**src/rtl/mem_arb_pkg.sv**
```systemverilog
// Shared types for the round-robin memory arbiter.
package mem_arb_pkg;

    typedef enum logic [1:0] {
        IDLE   = 2'd0,
        ACCESS = 2'd1,
        DONE   = 2'd2
    } arb_state_t;

endpackage

```
**src/rtl/mem_arbiter_rr_picker.sv**
```systemverilog
// Combinational round-robin picker: first set request at or after ptr, wrapping.
module rr_picker #(
    parameter int NREQ = 4,
    parameter int PW   = $clog2(NREQ)
) (
    input  logic [NREQ-1:0] req,
    input  logic [PW-1:0]   ptr,
    output logic [PW-1:0]   winner,
    output logic            any
);

    logic [NREQ-1:0] w_rot;
    logic [PW-1:0]   w_off;
    logic [PW:0]     w_sum;

    // Doubling the vector turns the wrap-around search into a plain lowest-bit search.
    assign w_rot = NREQ'({req, req} >> ptr);
    assign any   = |req;

    // NOTE: every combinational output gets a default first so no latch is inferred.
    always_comb begin
        w_off = '0;
        for (int i = NREQ - 1; i >= 0; i--) begin
            if (w_rot[i]) w_off = PW'(i);
        end
    end

    always_comb begin
        w_sum = {1'b0, ptr} + {1'b0, w_off};
        if (w_sum >= (PW + 1)'(NREQ)) w_sum = w_sum - (PW + 1)'(NREQ);
        winner = w_sum[PW-1:0];
    end

endmodule

```
**src/rtl/mem_arbiter.sv**
```systemverilog
// Round-robin arbiter sharing one single-port memory among NREQ requesters.
module mem_arbiter
    import mem_arb_pkg::*;
#(
    parameter int NREQ = 4,
    parameter int AW   = 8,
    parameter int DW   = 4
) (
    input  logic                    clock,
    input  logic                    reset,
    input  logic [NREQ-1:0]         req,
    input  logic [NREQ-1:0]         req_we,
    input  logic [NREQ-1:0][AW-1:0] req_addr,
    input  logic [NREQ-1:0][DW-1:0] req_wdata,
    output logic [NREQ-1:0]         grant,
    output logic [NREQ-1:0]         done,
    output logic [DW-1:0]           rdata,
    output logic                    mem_re,
    output logic                    mem_we,
    output logic [AW-1:0]           mem_addr,
    output logic                    mem_drive,
    output logic [DW-1:0]           mem_wdata,
    input  logic [DW-1:0]           mem_rdata
);

    localparam int PW = $clog2(NREQ);

    arb_state_t      r_state;
    logic [PW-1:0]   r_ptr;
    logic            r_we;
    logic [AW-1:0]   r_addr;
    logic [DW-1:0]   r_wdata;
    logic [NREQ-1:0] r_grant;
    logic [DW-1:0]   r_rdata;

    logic [PW-1:0]   w_winner;
    logic [PW-1:0]   w_next_ptr;
    logic            w_any;
    logic            w_access;

    rr_picker #(.NREQ(NREQ), .PW(PW)) u_picker (
        .req    (req),
        .ptr    (r_ptr),
        .winner (w_winner),
        .any    (w_any)
    );

    assign w_next_ptr = (w_winner == PW'(NREQ - 1)) ? '0 : w_winner + 1'b1;

    // NOTE: sequential state uses non-blocking assignments so all registers update together.
    always_ff @(posedge clock or posedge reset) begin
        if (reset) begin
            r_state <= IDLE;
            r_ptr   <= '0;
            r_we    <= 1'b0;
            r_addr  <= '0;
            r_wdata <= '0;
            r_grant <= '0;
            r_rdata <= '0;
        end else begin
            case (r_state)
                IDLE: begin
                    if (w_any) begin
                        r_we    <= req_we[w_winner];
                        r_addr  <= req_addr[w_winner];
                        r_wdata <= req_wdata[w_winner];
                        r_grant <= NREQ'(1) << w_winner;
                        r_ptr   <= w_next_ptr;
                        r_state <= ACCESS;
                    end
                end
                ACCESS: begin
                    if (!r_we) r_rdata <= mem_rdata;
                    r_state <= DONE;
                end
                DONE: begin
                    r_grant <= '0;
                    r_state <= IDLE;
                end
                default: r_state <= IDLE;
            endcase
        end
    end

    // Memory controls decode straight from state, so an async reset mid-ACCESS drops
    // mem_we before the closing edge and no write commits.
    assign w_access  = (r_state == ACCESS);
    assign mem_re    = w_access & ~r_we;
    assign mem_we    = w_access & r_we;
    assign mem_drive = w_access & r_we;
    assign mem_addr  = w_access ? r_addr : '0;
    assign mem_wdata = (w_access & r_we) ? r_wdata : '0;

    assign grant = r_grant;
    assign done  = (r_state == DONE) ? r_grant : '0;
    assign rdata = r_rdata;

endmodule

```
**config.mk**
```make
export PLATFORM = sky130hd
export DESIGN_NAME = mem_arbiter
export DESIGN_NICKNAME = d
export VERILOG_FILES = /design/src/rtl/mem_arb_pkg.sv /design/src/rtl/mem_arbiter_rr_picker.sv /design/src/rtl/mem_arbiter.sv
export SDC_FILE = /design/constraint.sdc
export NUM_CORES = 1
export LEC_CHECK = 0
export BUFFER_PORTS_ARGS = -buffer_cell sky130_fd_sc_hd__buf_2
export CORE_MARGIN = 2
export CORE_UTILIZATION = 45
export DETAILED_ROUTE_END_ITERATION = 10
export PLACE_DENSITY = 0.79
export SYNTH_ARGS = -nofsm -noshare
export SYNTH_HDL_FRONTEND = slang
export SYNTH_HIERARCHICAL = 1
export SYNTH_SLANG_ARGS = --single-unit
export TNS_END_PERCENT = 10
```
**constraint.sdc**
```tcl
create_clock -name clock -period 5.2 [get_ports clock]
set_clock_uncertainty 0.05 [all_clocks]
set_input_delay 0.52 -clock clock [delete_from_list [all_inputs] [get_ports clock]]
set_output_delay 0.52 -clock clock [all_outputs]
set_load 0.02 [all_outputs]
```
# [Word level (Yosys, flattened, before mapping)]
# Index checks and enable logic that the tools add are counted.
[totals] elab_cells=46 out_inout_bits=27 input_bits=62 regBits=25
[classes] eq_ne=4 order_cmp=2 n_reduce_logical=6 bitwise=3 n_addsub=3 shift=2 mux=19
[op_table] operator="$bmux W8 S2" n=1
[op_table] operator="$mux W4" n=4
[op_table] operator="$mux W8" n=2
[op_table] operator="$mux W2" n=7
[op_table] operator="$bmux W4 S2" n=1
[op_table] operator="$pmux W4 S2" n=1
[op_table] operator="$shr A8 B2 Y4" n=1
[op_table] operator="$reduce_and A2 Y1" n=3
[op_table] operator="$eq A2 B2 Y1 const B" n=2
[op_table] operator="$pmux W2 S2" n=1
[op_table] operator="$reduce_or A4 Y1" n=1
[op_table] operator="$shl A1 B2 Y4 const A" n=1
[op_table] operator="$add A2 B2 Y3" n=1
[op_table] operator="$ge A3 B3 Y1 const B" n=1
[op_table] operator="$lt A2 B3 Y1 const B" n=1
[op_table] operator="$add A2 B1 Y2 const B" n=1
[op_table] operator="$and A1 B1 Y1" n=2
[op_table] operator="$bmux W1 S2" n=1
[op_table] operator="$eq A2 B1 Y1 const B" n=1
[op_table] operator="$logic_not A2 Y1" n=1
[op_table] operator="$ne A2 B1 Y1 const B" n=1
[op_table] operator="$reduce_bool A2 Y1" n=1
[op_table] operator="$sub A2 B1 Y2 const B" n=1
[op_table] operator="$mux W1" n=1
[op_table] operator="$not A1 Y1" n=1

# [Depth between registers and ports, before layout]
# Gate-level depths: netlist of run 1.
[logic_depth] word_depth=11 depth_mapped=14

# [Modules after synthesis]
# Netlist of run 1, hierarchy kept.
[by_module_without_submodules] module="mem_arbiter" area_per_inst_um2=1586.5 cells_each=141 instances=1
[by_module_without_submodules] module="rr_picker" area_per_inst_um2=178.9 cells_each=27 instances=1

# [Worst setup path after synthesis of run 1]
# Ideal clock, no wire load.
[synth_path] path_type="input -> register" from="input req[0]" to="register r_ptr[1]" arrival_ns=2.479 setup_time_ns=0.125 path_slack_ns=2.546 path_buffers=2 stages=12 required_ns=5.025 cell_sequence="nor2_1 nor3_1 a21oi_1 o211ai_1 ha_1 xor2_1 xnor2_1 buf_6 buf_4 inv_1 ha_1 mux2_4"
[synth_via] elab_chain_cells=10 word_cells_on_any_way=14 cone_classes="3 x add/sub; 1 x order compare; 1 x eq/ne; 1 x shift; 6 x mux; 2 x reduce/logical"
[synth_rtl] element="start, declared" line_no="mem_arbiter.sv:11" rtl="input logic [NREQ-1:0] req,"
[synth_rtl] element="$shr A8 B2 Y4 *" line_no="mem_arbiter_rr_picker.sv:17" rtl="assign w_rot = NREQ'({req, req} >> ptr);"
[synth_rtl] element="$mux W2 (3 in series)" line_no="mem_arbiter_rr_picker.sv:24" rtl="if (w_rot[i]) w_off = PW'(i);"
[synth_rtl] element="$mux W2 *" line_no="mem_arbiter_rr_picker.sv:24"
[synth_rtl] element="$add A2 B2 Y3 *" line_no="mem_arbiter_rr_picker.sv:29" rtl="w_sum = {1'b0, ptr} + {1'b0, w_off};"
[synth_rtl] element="$ge A3 B3 Y1 or $sub A2 B1 Y2 (tied branches)" line_no="mem_arbiter_rr_picker.sv:30" rtl="if (w_sum >= (PW + 1)'(NREQ)) w_sum = w_sum - (PW + 1)'(NREQ);"
[synth_rtl] element="$mux W2 *" line_no="mem_arbiter_rr_picker.sv:30"
[synth_rtl] element="net w_winner[1]" line_no="mem_arbiter.sv:36" rtl="logic [PW-1:0] w_winner;"
[synth_rtl] element="$add A2 B1 Y2 or $eq A2 B2 Y1 (tied branches)" line_no="mem_arbiter.sv:48" rtl="assign w_next_ptr = (w_winner == PW'(NREQ - 1)) ? '0 : w_winner + 1'b1;"
[synth_rtl] element="$mux W2 *" line_no="mem_arbiter.sv:48"
[synth_rtl] element="net w_next_ptr[1]" line_no="mem_arbiter.sv:37" rtl="logic [PW-1:0] w_next_ptr;"
[synth_rtl] element="end signal, assigned" line_no="mem_arbiter.sv:68" rtl="r_ptr <= w_next_ptr;"
[synth_rtl] element="end, declared" line_no="mem_arbiter.sv:29" rtl="logic [PW-1:0] r_ptr;"
# The timed path passes the listed nets; every way through them passes the cells marked *.
# A chain may end at the register's enable or synchronous reset.

# [Worst setup path in the final report of run 1]
[layout_path] from="register r_ptr[0]" to="register r_addr[6]"
[layout_via] elab_chain_cells=10 word_cells_on_any_way=11 cone_classes="2 x add/sub; 1 x order compare; 1 x shift; 7 x mux"
[layout_rtl] element="$shr A8 B2 Y4" line_no="mem_arbiter_rr_picker.sv:17"
[layout_rtl] element="$mux W2 (4 in series)" line_no="mem_arbiter_rr_picker.sv:24"
[layout_rtl] element="$add A2 B2 Y3 *" line_no="mem_arbiter_rr_picker.sv:29"
[layout_rtl] element="$ge A3 B3 Y1 or $sub A2 B1 Y2 (tied branches)" line_no="mem_arbiter_rr_picker.sv:30"
[layout_rtl] element="$mux W2 *" line_no="mem_arbiter_rr_picker.sv:30"
[layout_rtl] element="net w_winner[1]" line_no="mem_arbiter.sv:36"
[layout_rtl] element="$bmux W8 S2 *" line_no="mem_arbiter.sv:65" rtl="r_addr <= req_addr[w_winner];"
[layout_rtl] element="$mux W8 (not written as such) *" line_no="mem_arbiter.sv:65"
[layout_rtl] element="end signal, assigned" line_no="mem_arbiter.sv:65"
[layout_rtl] element="end, declared" line_no="mem_arbiter.sv:31" rtl="logic [AW-1:0] r_addr;"
# The timed path passes the listed nets; every way through them passes the cells marked *. The select of a mux whose other input is x is not followed.

==> metrics, run 1 <==
H-Tree Level Count 1; routed wire length per instance 13.2 um; DRC 0; endpoint arrival time on the critical path 3.25 ns; deepest clock path buffer count 2; critical path endpoint category flip-flop; CP Class reg2reg; cell class contributing the biggest share of worst-path delay XOR/XNOR gates; vias per inst 5.09; number of buffers inserted by hold repair at cts 0; async set or reset register ratio after synthesis 100%; tightest hold margin 0.410 ns; number of instances in the synthesized netlist 168; vias in the first global route 1,464; Placed Cells incl. Taps 294; number of synthesized flops with an enable pin 0; initial antenna violation count 0; maxcap violations 0; total clock buffers created by CTS 3; global-route wire length before repair 6310 um; required time of the worst setup path 5.28 ns; cell taking the most area after synthesis sky130_fd_sc_hd__dfrtp_1; most instantiated cells after synthesis sky130_fd_sc_hd__mux2i_1, sky130_fd_sc_hd__dfrtp_1, sky130_fd_sc_hd__nand2_1, sky130_fd_sc_hd__and2_1, sky130_fd_sc_hd__o221ai_2; power density relative to cell area 660 nW/um2; number of inserted diodes 0; Yosys Warn Count 6; Synth Flop Type sky130_fd_sc_hd__dfrtp_1; setup tns final 0 ns; floorplan row count 22; Routability Congestion 0.753; cell types occupying the most area after synthesis sky130_fd_sc_hd__dfrtp_1, sky130_fd_sc_hd__mux2i_1, sky130_fd_sc_hd__o221ai_2, sky130_fd_sc_hd__and2_1, sky130_fd_sc_hd__nand2_1; post-synthesis share of cell area spent on full adders, half adders and majority gates 3.54%; setup repair bufs after CTS 0; Area after DPL 2190 um2; number of failing setup endpoints in the final timing report 0; Critical Path Start r_ptr[0]$_DFFE_PP0P_; post-synthesis compound-gate area fraction 16.3%; final design utilization 60.3%; number of distinct standard cells referenced by the synthesized netlist 39; share of synthesized area spent on multiplexers 18.7%; register bit total from synthesis 25; final count of pins violating max slew 0; Design Area, Final 2240 um2; Total Routed Length 3920 um; Hold Vio Cnt, Final 0; syn avg cell area 10.5 um2; launching element type of the critical path flip-flop; classification of the worst-slack hold path in2async; Leak 1.19 nW; share of the synthesized netlist area taken by xor and xnor gates 0.992%; number of sinks handled by clock tree synthesis 25; Cell Count, Final, Fillers Out 298; total routing resource utilization after global routing 18.2%; post-cts resize count 0; CP Cell Sequence nand2_1, nor2_1, o21ai_0, o211ai_1, ha_1, xor2_1, xnor2_2, buf_4, mux2i_1, o221ai_1; Nets 318; post-route antenna net violation count 0; total power 1.48 mW; VDD IR-drop max 0.327 mV; Net Count, Synth 235; Crit path largest cell delay 0.81 ns; Fmax achieved 316 MHz; slowest stage cell, crit path sky130_fd_sc_hd__xnor2_2; Chip Height 66.6 um; area share of and/or/nand/nor cells after synthesis 19.1%; Area Growth Syn to Fin 26.9%; worst path setup slack after routing 2.03 ns; clock tree from TritonCTS yes; top-area cell type share of the netlist area 35.4%; Max FO, Critical Path 15; sequential element share of the synthesized area 35.4%; count of buffers inserted at the top-level ports 88; RSZ-0062 raised after global routing no; DR vias 1,516; reg-to-reg startpoint r_ptr[0]$_DFFE_PP0P_; die area 4440 um2; overall overflow remaining after global route 0; maximum number of pins on one net before global-route repair 26; core area 3720 um2; violation count after the first detailed-route iteration 39; Clk Latency, worst-skew pair 0.26 ns; HPWL Detailed 3010 um; Worst-path clk slew 0.09 ns; dominant combinational cell family by area after synthesis simple AND/OR/NAND/NOR gates; worst slack at placement 1.91 ns; starting density of the core 47.5%; count leader, synth sky130_fd_sc_hd__mux2i_1; slew at the pin with the worst max-slew slack 1.00 ns; die extent in x 66.6 um; share of cells above drive strength 1 46.4%; cell area after technology mapping 1770 um2; relative slew slack 33.0%; CTS root buf sky130_fd_sc_hd__clkbuf_8; portion of the clock cycle consumed by the worst path in the final layout 60.9%; length of the first detailed-routing pass in iterations 4; total buffers and inverters traversed by the critical path 1; run status complete, no violations; time the final worst path needs with I/O delays and setup 3.17 ns; # IOs 89
==> area by class of cell <==
type                            instances  area [um2]
Sequential cell                        25         626
Clock buffer                            3        41.3
Inverter                                5        18.8
Fill cell                             354        1480
Tap cell                               48        60.1
Multi-Input combinational cell        127        1040
Timing Repair Buffer                   89         448
Clock inverter                          1        5.00
==> per-layer routing <==
layer	GRT usage (%)	routed length [um]
met3	2.70	239
met1	23.4	1770
met2	32.8	1890
met5	0	0
met4	3.06	29
==> registers in the layout (all words and copies together) (netlist names) <==
signal / count
r_addr: 8
grant: 4
r_wdata: 4
rdata: 4
r_ptr: 2
r_state: 2
r_we: 1
==> kinds of logic after synthesis <==
group                      after synthesis
buffers and inverters                   16
AOI/OAI and AO/OA                       29
and+or+nand+nor                         59
muxes                                   32
adders and majority gates                5
DFF                                     25
xor gates and xnor gates                 2
==> worst reg2reg max path, cell delays in order, from the launching register on <==
cell	delay, ns
sky130_fd_sc_hd__dfrtp_1	0.50
sky130_fd_sc_hd__nand2_1	0.16
sky130_fd_sc_hd__nor2_1	0.05
sky130_fd_sc_hd__o21ai_0	0.17
sky130_fd_sc_hd__o211ai_1	0.12
sky130_fd_sc_hd__ha_1	0.20
sky130_fd_sc_hd__xor2_1	0.17
sky130_fd_sc_hd__xnor2_2	0.81
sky130_fd_sc_hd__buf_4	0.42
sky130_fd_sc_hd__mux2i_1	0.26
sky130_fd_sc_hd__o221ai_1	0.14
==> path summary, 6_finish.rpt <==
kind / end / slack (ns) / cells after the start
worst max-delay path: r_addr[6]$_DFFE_PP0P_ / 2.03 / 10
worst min-delay path: rdata[1]$_DFFE_PP0P_ / 0.41 / 2
min in group clock: rdata[2]$_DFFE_PP0P_ / 0.43 / 2
max in group asynchronous: r_wdata[3]$_DFFE_PP0P_ / 4.11 / 2
worst max register to register: r_addr[6]$_DFFE_PP0P_ / 2.03 / 10
worst min register to register: r_addr[6]$_DFFE_PP0P_ / 0.44 / 2
==> cells in the final DEF (no fill, tap or decap), types with 2 or more instances in the layout <==
master,instances
sky130_fd_sc_hd__or3_4,2
sky130_fd_sc_hd__nor2_1,3
sky130_fd_sc_hd__mux2i_1,27
sky130_fd_sc_hd__ha_1,5
sky130_fd_sc_hd__and3_1,4
sky130_fd_sc_hd__and2_1,13
sky130_fd_sc_hd__o21ai_0,4
sky130_fd_sc_hd__mux2_2,4
sky130_fd_sc_hd__nand2_1,19
sky130_fd_sc_hd__clkbuf_8,3
sky130_fd_sc_hd__dfrtp_1,25
sky130_fd_sc_hd__nor3_1,2
sky130_fd_sc_hd__and2b_2,2
sky130_fd_sc_hd__o221ai_2,11
sky130_fd_sc_hd__o221ai_1,2
sky130_fd_sc_hd__nor3b_1,2
sky130_fd_sc_hd__inv_1,5
sky130_fd_sc_hd__nand2b_1,3
sky130_fd_sc_hd__a21oi_1,5
sky130_fd_sc_hd__buf_2,88
sky130_fd_sc_hd__nor2b_1,3
==> where the power goes <==
| part | switching, mW | internal, mW |
|---|---|---|
| sequential | 0.0739 | 0.292 |
| combinational | 0.547 | 0.451 |
| clock | 0.0609 | 0.0535 |
| total | 0.681 | 0.797 |
No activity file was read; power rests on OpenSTA's default activity.
==> run 2, diff against run 1 <==
--- a/config.mk
+++ b/config.mk
@@ -7,9 +7,9 @@
 export LEC_CHECK = 0
 export BUFFER_PORTS_ARGS = -buffer_cell sky130_fd_sc_hd__buf_2
 export CORE_MARGIN = 2
-export CORE_UTILIZATION = 45
+export CORE_UTILIZATION = 41
 export DETAILED_ROUTE_END_ITERATION = 10
-export PLACE_DENSITY = 0.79
+export PLACE_DENSITY = 0.76
 export SYNTH_ARGS = -nofsm -noshare
 export SYNTH_HDL_FRONTEND = slang
 export SYNTH_HIERARCHICAL = 1
==> constraint.sdc (replaced) <==
create_clock -name clock -period 2.8 [get_ports clock]
set_clock_uncertainty 0.05 [all_clocks]
set_input_delay 0.28 -clock clock [delete_from_list [all_inputs] [get_ports clock]]
set_output_delay 0.28 -clock clock [all_outputs]
set_load 0.02 [all_outputs]
==> run 2 against run 1 <==
Effect of this change: count of clock-buffer cells in the layout unchanged; total power up 90%; hold slack lost 0.26 ns; register-to-register slack got worse by 1.7 ns; critical path type unchanged; critical endpoint is now r_wdata[2]$_DFFE_PP0P_; largest power group unchanged; highest routed layer unchanged.
==> metrics, run 2 (synthesis gave the netlist of run 1 again) <==
commonest non-fill, non-tap cells in the layout sky130_fd_sc_hd__buf_2, sky130_fd_sc_hd__mux2i_1, sky130_fd_sc_hd__dfrtp_1; Area Growth Syn to Fin 27.9%; VDD IR-drop max 0.690 mV (+110%); length of the first detailed-routing pass in iterations 4 (unchanged); setup repair bufs after CTS 0 (unchanged); Leak 1.19 nW (about the same); HPWL Detailed 3020 um (+0.19%); post-cts resize count 0 (unchanged); global-route wire length before repair 6640 um (+5.2%); starting density of the core 43.2% (-4.3 points); core area 4090 um2 (+10%); count of buffers inserted at the top-level ports 88 (unchanged); power density relative to cell area 1240 nW/um2 (+88%); Fmax achieved 411 MHz (+30%); relative slew slack 37.8% (+4.8 points); DRC 0 (unchanged); Design Area, Final 2260 um2 (+0.78%); Routability Congestion 0.789 (+4.8%); RSZ-0062 raised after global routing no; total clock buffers created by CTS 3 (unchanged); time the final worst path needs with I/O delays and setup 2.43 ns (-0.733 ns); CP Class reg2reg; r2r worst-path depth 10 (unchanged); classification of the worst-slack hold path in2async; required time of the worst setup path 2.90 ns (-2.38 ns); deepest clock path buffer count 2 (unchanged); maximum number of pins on one net before global-route repair 29 (+12%); number of buffers inserted by hold repair at cts 0 (unchanged); setup tns final 0 ns (unchanged); vias in the first global route 1,456 (-0.55%); initial antenna violation count 0 (unchanged); area taken by multi-input logic gates 1040 um2 (unchanged); maxcap violations 0 (unchanged); # IOs 89 (unchanged); run status complete, no violations; number of sinks handled by clock tree synthesis 25 (unchanged); endpoint arrival time on the critical path 2.54 ns (-0.71 ns); overall overflow remaining after global route 0 (unchanged); Total Routed Length 3980 um (+1.4%); clock tree from TritonCTS yes; H-Tree Level Count 1 (unchanged); reg2reg setup slack 0.37 ns (-1.67 ns); Clk Latency, worst-skew pair 0.27 ns (about the same); violation count after the first detailed-route iteration 63 (+62%); tightest hold margin 0.151 ns (-0.259 ns); floorplan row count 23 (+4.5%); share of cells above drive strength 1 46.4% (unchanged); total routing resource utilization after global routing 16.7% (-1.5 points); slew at the pin with the worst max-slew slack 0.932 ns (-0.0685 ns); launching element type of the critical path flip-flop; Hold Vio Cnt, Final 0 (unchanged); final design utilization 55.3% (-5.0 points); max reg flops 8 (unchanged); Max FO, Critical Path 28 (+13); reg-to-reg startpoint r_ptr[0]$_DFFE_PP0P_; number of failing setup endpoints in the final timing report 0 (unchanged); end of the worst register-to-register path r_wdata[2]$_DFFE_PP0P_; number of inserted diodes 0 (unchanged); final count of pins violating max slew 0 (unchanged); FILL cells 352 (-0.56%); post-route antenna net violation count 0 (unchanged); Area after DPL 2210 um2 (+0.68%); critical path endpoint category flip-flop; die extent in x 69.6 um (+4.5%); Sequential cell area 626 um2 (unchanged); Chip Height 69.6 um (+4.5%); most common library cell in the layout ignoring fill and taps sky130_fd_sc_hd__buf_2; routed wire length per instance 13.3 um (+0.70%); DR vias 1,518 (+0.13%); Worst-path clk slew 0.09 ns (about the same); register with the most flip-flops r_addr; CTS root buf sky130_fd_sc_hd__clkbuf_8; portion of the clock cycle consumed by the worst path in the final layout 86.9% (+26 points); die area 4850 um2 (+9.2%); vias per inst 5.06 (-0.54%); Nets 318 (unchanged)
==> run 2: critical path: stages, from the launching register on <==
cell                       delay, ns
sky130_fd_sc_hd__dfrtp_1        0.50
sky130_fd_sc_hd__nand2_1        0.15
sky130_fd_sc_hd__nor2_1         0.05
sky130_fd_sc_hd__o21ai_0        0.16
sky130_fd_sc_hd__o211ai_1       0.12
sky130_fd_sc_hd__ha_1           0.20
sky130_fd_sc_hd__xor2_1         0.16
sky130_fd_sc_hd__xnor2_2        0.24
sky130_fd_sc_hd__buf_12         0.24
sky130_fd_sc_hd__mux2i_1        0.29
sky130_fd_sc_hd__o221ai_2       0.13
==> run 2: per-stage QoR <==
stage               instances  setup slack, ns  power, mW
finish                    300            0.366       2.80
global route              300            0.181       3.03
CTS                       300            0.385       2.83
detailed placement        296            0.390       2.61
global placement          296            0.444       2.57
floorplan                 168            0.150       2.26
==> run 2: final cells by class <==
type / count / share of cell area (%)
flip-flops and latches: 25 / 27.7
multi-input cells: 127 / 46.1
inverters: 5 / 0.831
clock inverters: 1 / 0.332
clock buffers: 3 / 1.83
repair buffers: 89 / 20.4
well taps: 50 / 2.77
==> run 2: report_power, final <==
| part | total (mW) | switching, mW | leakage, nW | internal (mW) |
|---|---|---|---|---|
| sequential | 0.684 | 0.141 | 0.309 | 0.542 |
| combinational | 1.90 | 1.03 | 0.859 | 0.872 |
| clock | 0.221 | 0.121 | 0.0217 | 0.101 |
==> run 2: how the worst max path moves through the flow <==
stage	cells past startpoint	endpoint	start
global placement	10	r_wdata[2]$_DFFE_PP0P_	r_ptr[0]$_DFFE_PP0P_
detailed placement	10	r_wdata[2]$_DFFE_PP0P_	r_ptr[0]$_DFFE_PP0P_
floorplan	13	r_ptr[1]$_DFFE_PP0P_	r_ptr[0]$_DFFE_PP0P_
finish	10	r_wdata[2]$_DFFE_PP0P_	r_ptr[0]$_DFFE_PP0P_
global route	10	r_wdata[2]$_DFFE_PP0P_	r_ptr[0]$_DFFE_PP0P_
CTS	9	r_wdata[2]$_DFFE_PP0P_	r_ptr[0]$_DFFE_PP0P_
==> run 2: routing by layer <==
metal / vias to the layer above / share of wire [%] / global-route usage, %
li1: 773 / - / -
met1: 674 / 44 / 22.2
met2: 63 / 48 / 27.9
met3: 8 / 5.5 / 2.76
met4: 0 / 2.3 / 5.34
met5: - / 0 / 0
==> run 3, diff against run 2 <==
--- a/config.mk
+++ b/config.mk
@@ -9,6 +9,7 @@
 export CORE_MARGIN = 2
 export CORE_UTILIZATION = 41
 export DETAILED_ROUTE_END_ITERATION = 10
+export MAX_ROUTING_LAYER = met4
 export PLACE_DENSITY = 0.76
 export SYNTH_ARGS = -nofsm -noshare
 export SYNTH_HDL_FRONTEND = slang
==> run 3 against run 2 <==
Effect of this change: critical path depth stayed put; core utilization stayed put; combinational power hardly changed; final area stayed put; fmax is 0.10% lower; cell count stayed put; count of clock-buffer cells in the layout stayed put; die area stayed put; via count is 0.33% higher; global-route usage is 0.44 points higher; clock power hardly changed; flip-flop and latch count stayed put; critical path type unchanged; largest cell class unchanged.
==> metrics, run 3 (synthesis gave the netlist of run 1 again) <==
run status complete, no violations; RSZ-0062 raised after global routing no; total power 2.80 mW (about the same); number of sinks handled by clock tree synthesis 25 (unchanged); initial antenna violation count 0 (unchanged); area taken by multi-input logic gates 1040 um2 (unchanged); CTS root buf sky130_fd_sc_hd__clkbuf_8; slew at the pin with the worst max-slew slack 0.935 ns (+0.00232 ns); cell class contributing the biggest share of worst-path delay flip-flops; number of inserted diodes 0 (unchanged); post-cts resize count 0 (unchanged); Clk Latency, worst-skew pair 0.27 ns (about the same); floorplan row count 23 (unchanged); vias per inst 5.08 (+0.33%); vias in the first global route 1,457 (+0.069%); CP Cell Sequence nand2_1, nor2_1, o21ai_0, o211ai_1, ha_1, xor2_1, xnor2_2, buf_12, mux2i_1, o221ai_2; portion of the clock cycle consumed by the worst path in the final layout 87.0% (+0.089 points); VDD IR-drop max 0.686 mV (-0.58%); core area 4090 um2 (unchanged); Nets 318 (unchanged); clock tree from TritonCTS yes; Fmax achieved 410 MHz (-0.10%); max reg flops 8 (unchanged); Hold Vio Cnt, Final 0 (unchanged); post-route antenna net violation count 0 (unchanged); die extent in x 69.6 um (unchanged); total routing resource utilization after global routing 17.2% (+0.44 points); HPWL Detailed 3020 um (unchanged); DRC 0 (unchanged); end of the worst register-to-register path r_wdata[2]$_DFFE_PP0P_; relative slew slack 37.6% (-0.15 points); maxcap violations 0 (unchanged); critical path endpoint category flip-flop; setup repair bufs after CTS 0 (unchanged); Leak 1.19 nW (unchanged); commonest non-fill, non-tap cells in the layout sky130_fd_sc_hd__buf_2, sky130_fd_sc_hd__mux2i_1, sky130_fd_sc_hd__dfrtp_1; Worst-path clk slew 0.09 ns (about the same); H-Tree Level Count 1 (unchanged); slowest stage cell, crit path sky130_fd_sc_hd__dfrtp_1; maximum number of pins on one net before global-route repair 29 (unchanged); setup tns final 0 ns (unchanged); time the final worst path needs with I/O delays and setup 2.44 ns (+0.00248 ns); launching element type of the critical path flip-flop; deepest clock path buffer count 2 (unchanged); endpoint arrival time on the critical path 2.54 ns (about the same); final count of pins violating max slew 0 (unchanged); number of buffers inserted by hold repair at cts 0 (unchanged); die area 4850 um2 (unchanged); share of cells above drive strength 1 46.4% (unchanged); # IOs 89 (unchanged); Met2 Routed Length 1910 um (+0.58%); Area Growth Syn to Fin 27.9% (unchanged); global-route wire length before repair 6630 um (-0.11%); starting density of the core 43.2% (unchanged); routed wire length per instance 13.3 um (unchanged); Max FO, Critical Path 28 (unchanged); Chip Height 69.6 um (unchanged); classification of the worst-slack hold path in2async; most common library cell in the layout ignoring fill and taps sky130_fd_sc_hd__buf_2; reg-to-reg startpoint r_ptr[0]$_DFFE_PP0P_; Top Metal Used met4; number of failing setup endpoints in the final timing report 0 (unchanged); register with the most flip-flops r_addr; overall overflow remaining after global route 0 (unchanged); Total Routed Length 3980 um (unchanged); violation count after the first detailed-route iteration 80 (+27%); total clock buffers created by CTS 3 (unchanged); FILL cells 352 (unchanged); reg2reg setup slack 0.36 ns (about the same); required time of the worst setup path 2.90 ns (about the same); r2r worst-path depth 10 (unchanged); detailed-routing wirelength on met1 1760 um (-0.68%); CP Class reg2reg; Routability Congestion 0.800 (+1.4%); count of buffers inserted at the top-level ports 88 (unchanged); power density relative to cell area 1240 nW/um2 (about the same); routed wl met3 218 um (unchanged); length of the first detailed-routing pass in iterations 4 (unchanged); Crit path largest cell delay 0.50 ns (about the same); total buffers and inverters traversed by the critical path 1 (unchanged); DR vias 1,523 (+0.33%); Sequential cell area 626 um2 (unchanged)
-- run 3: final cells by class --
cell class / count / share of cell area (%)
clock inverter: 1 / 0.332
sequential: 25 / 27.7
tap: 50 / 2.77
multi-input combinational: 127 / 46.1
timing repair buffer: 89 / 20.4
clock buffer: 3 / 1.83
inverter: 5 / 0.831
-- run 3: how the worst max path moves through the flow --
stage	startpoint	endpoint	slack [ns]	cells after the start
after detailed placement	r_ptr[0]$_DFFE_PP0P_	r_wdata[2]$_DFFE_PP0P_	0.39	10
after global routing	r_ptr[0]$_DFFE_PP0P_	r_wdata[2]$_DFFE_PP0P_	0.18	10
final	r_ptr[0]$_DFFE_PP0P_	r_wdata[2]$_DFFE_PP0P_	0.36	10
after global placement	r_ptr[0]$_DFFE_PP0P_	r_wdata[2]$_DFFE_PP0P_	0.44	10
after floorplan	r_ptr[0]$_DFFE_PP0P_	r_ptr[1]$_DFFE_PP0P_	0.15	13
after CTS	r_ptr[0]$_DFFE_PP0P_	r_wdata[2]$_DFFE_PP0P_	0.38	9
-- run 3: worst register-to-register path, delay by kind of cell (launching register included) --
kind                     cells  cell delay, ns
XOR/XNOR                     2            0.41
adder cells (fa/ha/maj)      1            0.20
AO/OA/AOI/OAI                3            0.41
flip-flops                   1            0.50
multiplexers                 1            0.32
buffers and inverters        1            0.24
AND/OR/NAND/NOR              2            0.20
-- run 3: per-stage QoR --
stage | hold slack (ns) | instance area (um2) | utilization [%] | cells | setup WS, ns
after floorplan | 0.257 | 1770 | - | 168 | 0.150
after global placement | 0.416 | 2210 | 54.1 | 296 | 0.444
after detailed placement | 0.414 | 2210 | 54.1 | 296 | 0.390
after CTS | 0.183 | 2260 | 55.3 | 300 | 0.385
after global routing | 0.185 | 2260 | 55.3 | 300 | 0.181
final | 0.152 | 2260 | 55.3 | 300 | 0.363
-- run 3: power breakdown --
group / internal, mW / leakage (nW) / total [mW] / switching [mW]
logic: 0.873 / 0.859 / 1.90 / 1.02
registers: 0.542 / 0.309 / 0.684 / 0.142
clock network: 0.101 / 0.0217 / 0.221 / 0.120
-- run 3: routing by layer --
metal | global-route usage (%) | up-vias
met1 | 22.1 | 679
met5 | - | -
met2 | 27.9 | 62
li1 | - | 774
met4 | 5.34 | 0
met3 | 2.76 | 8
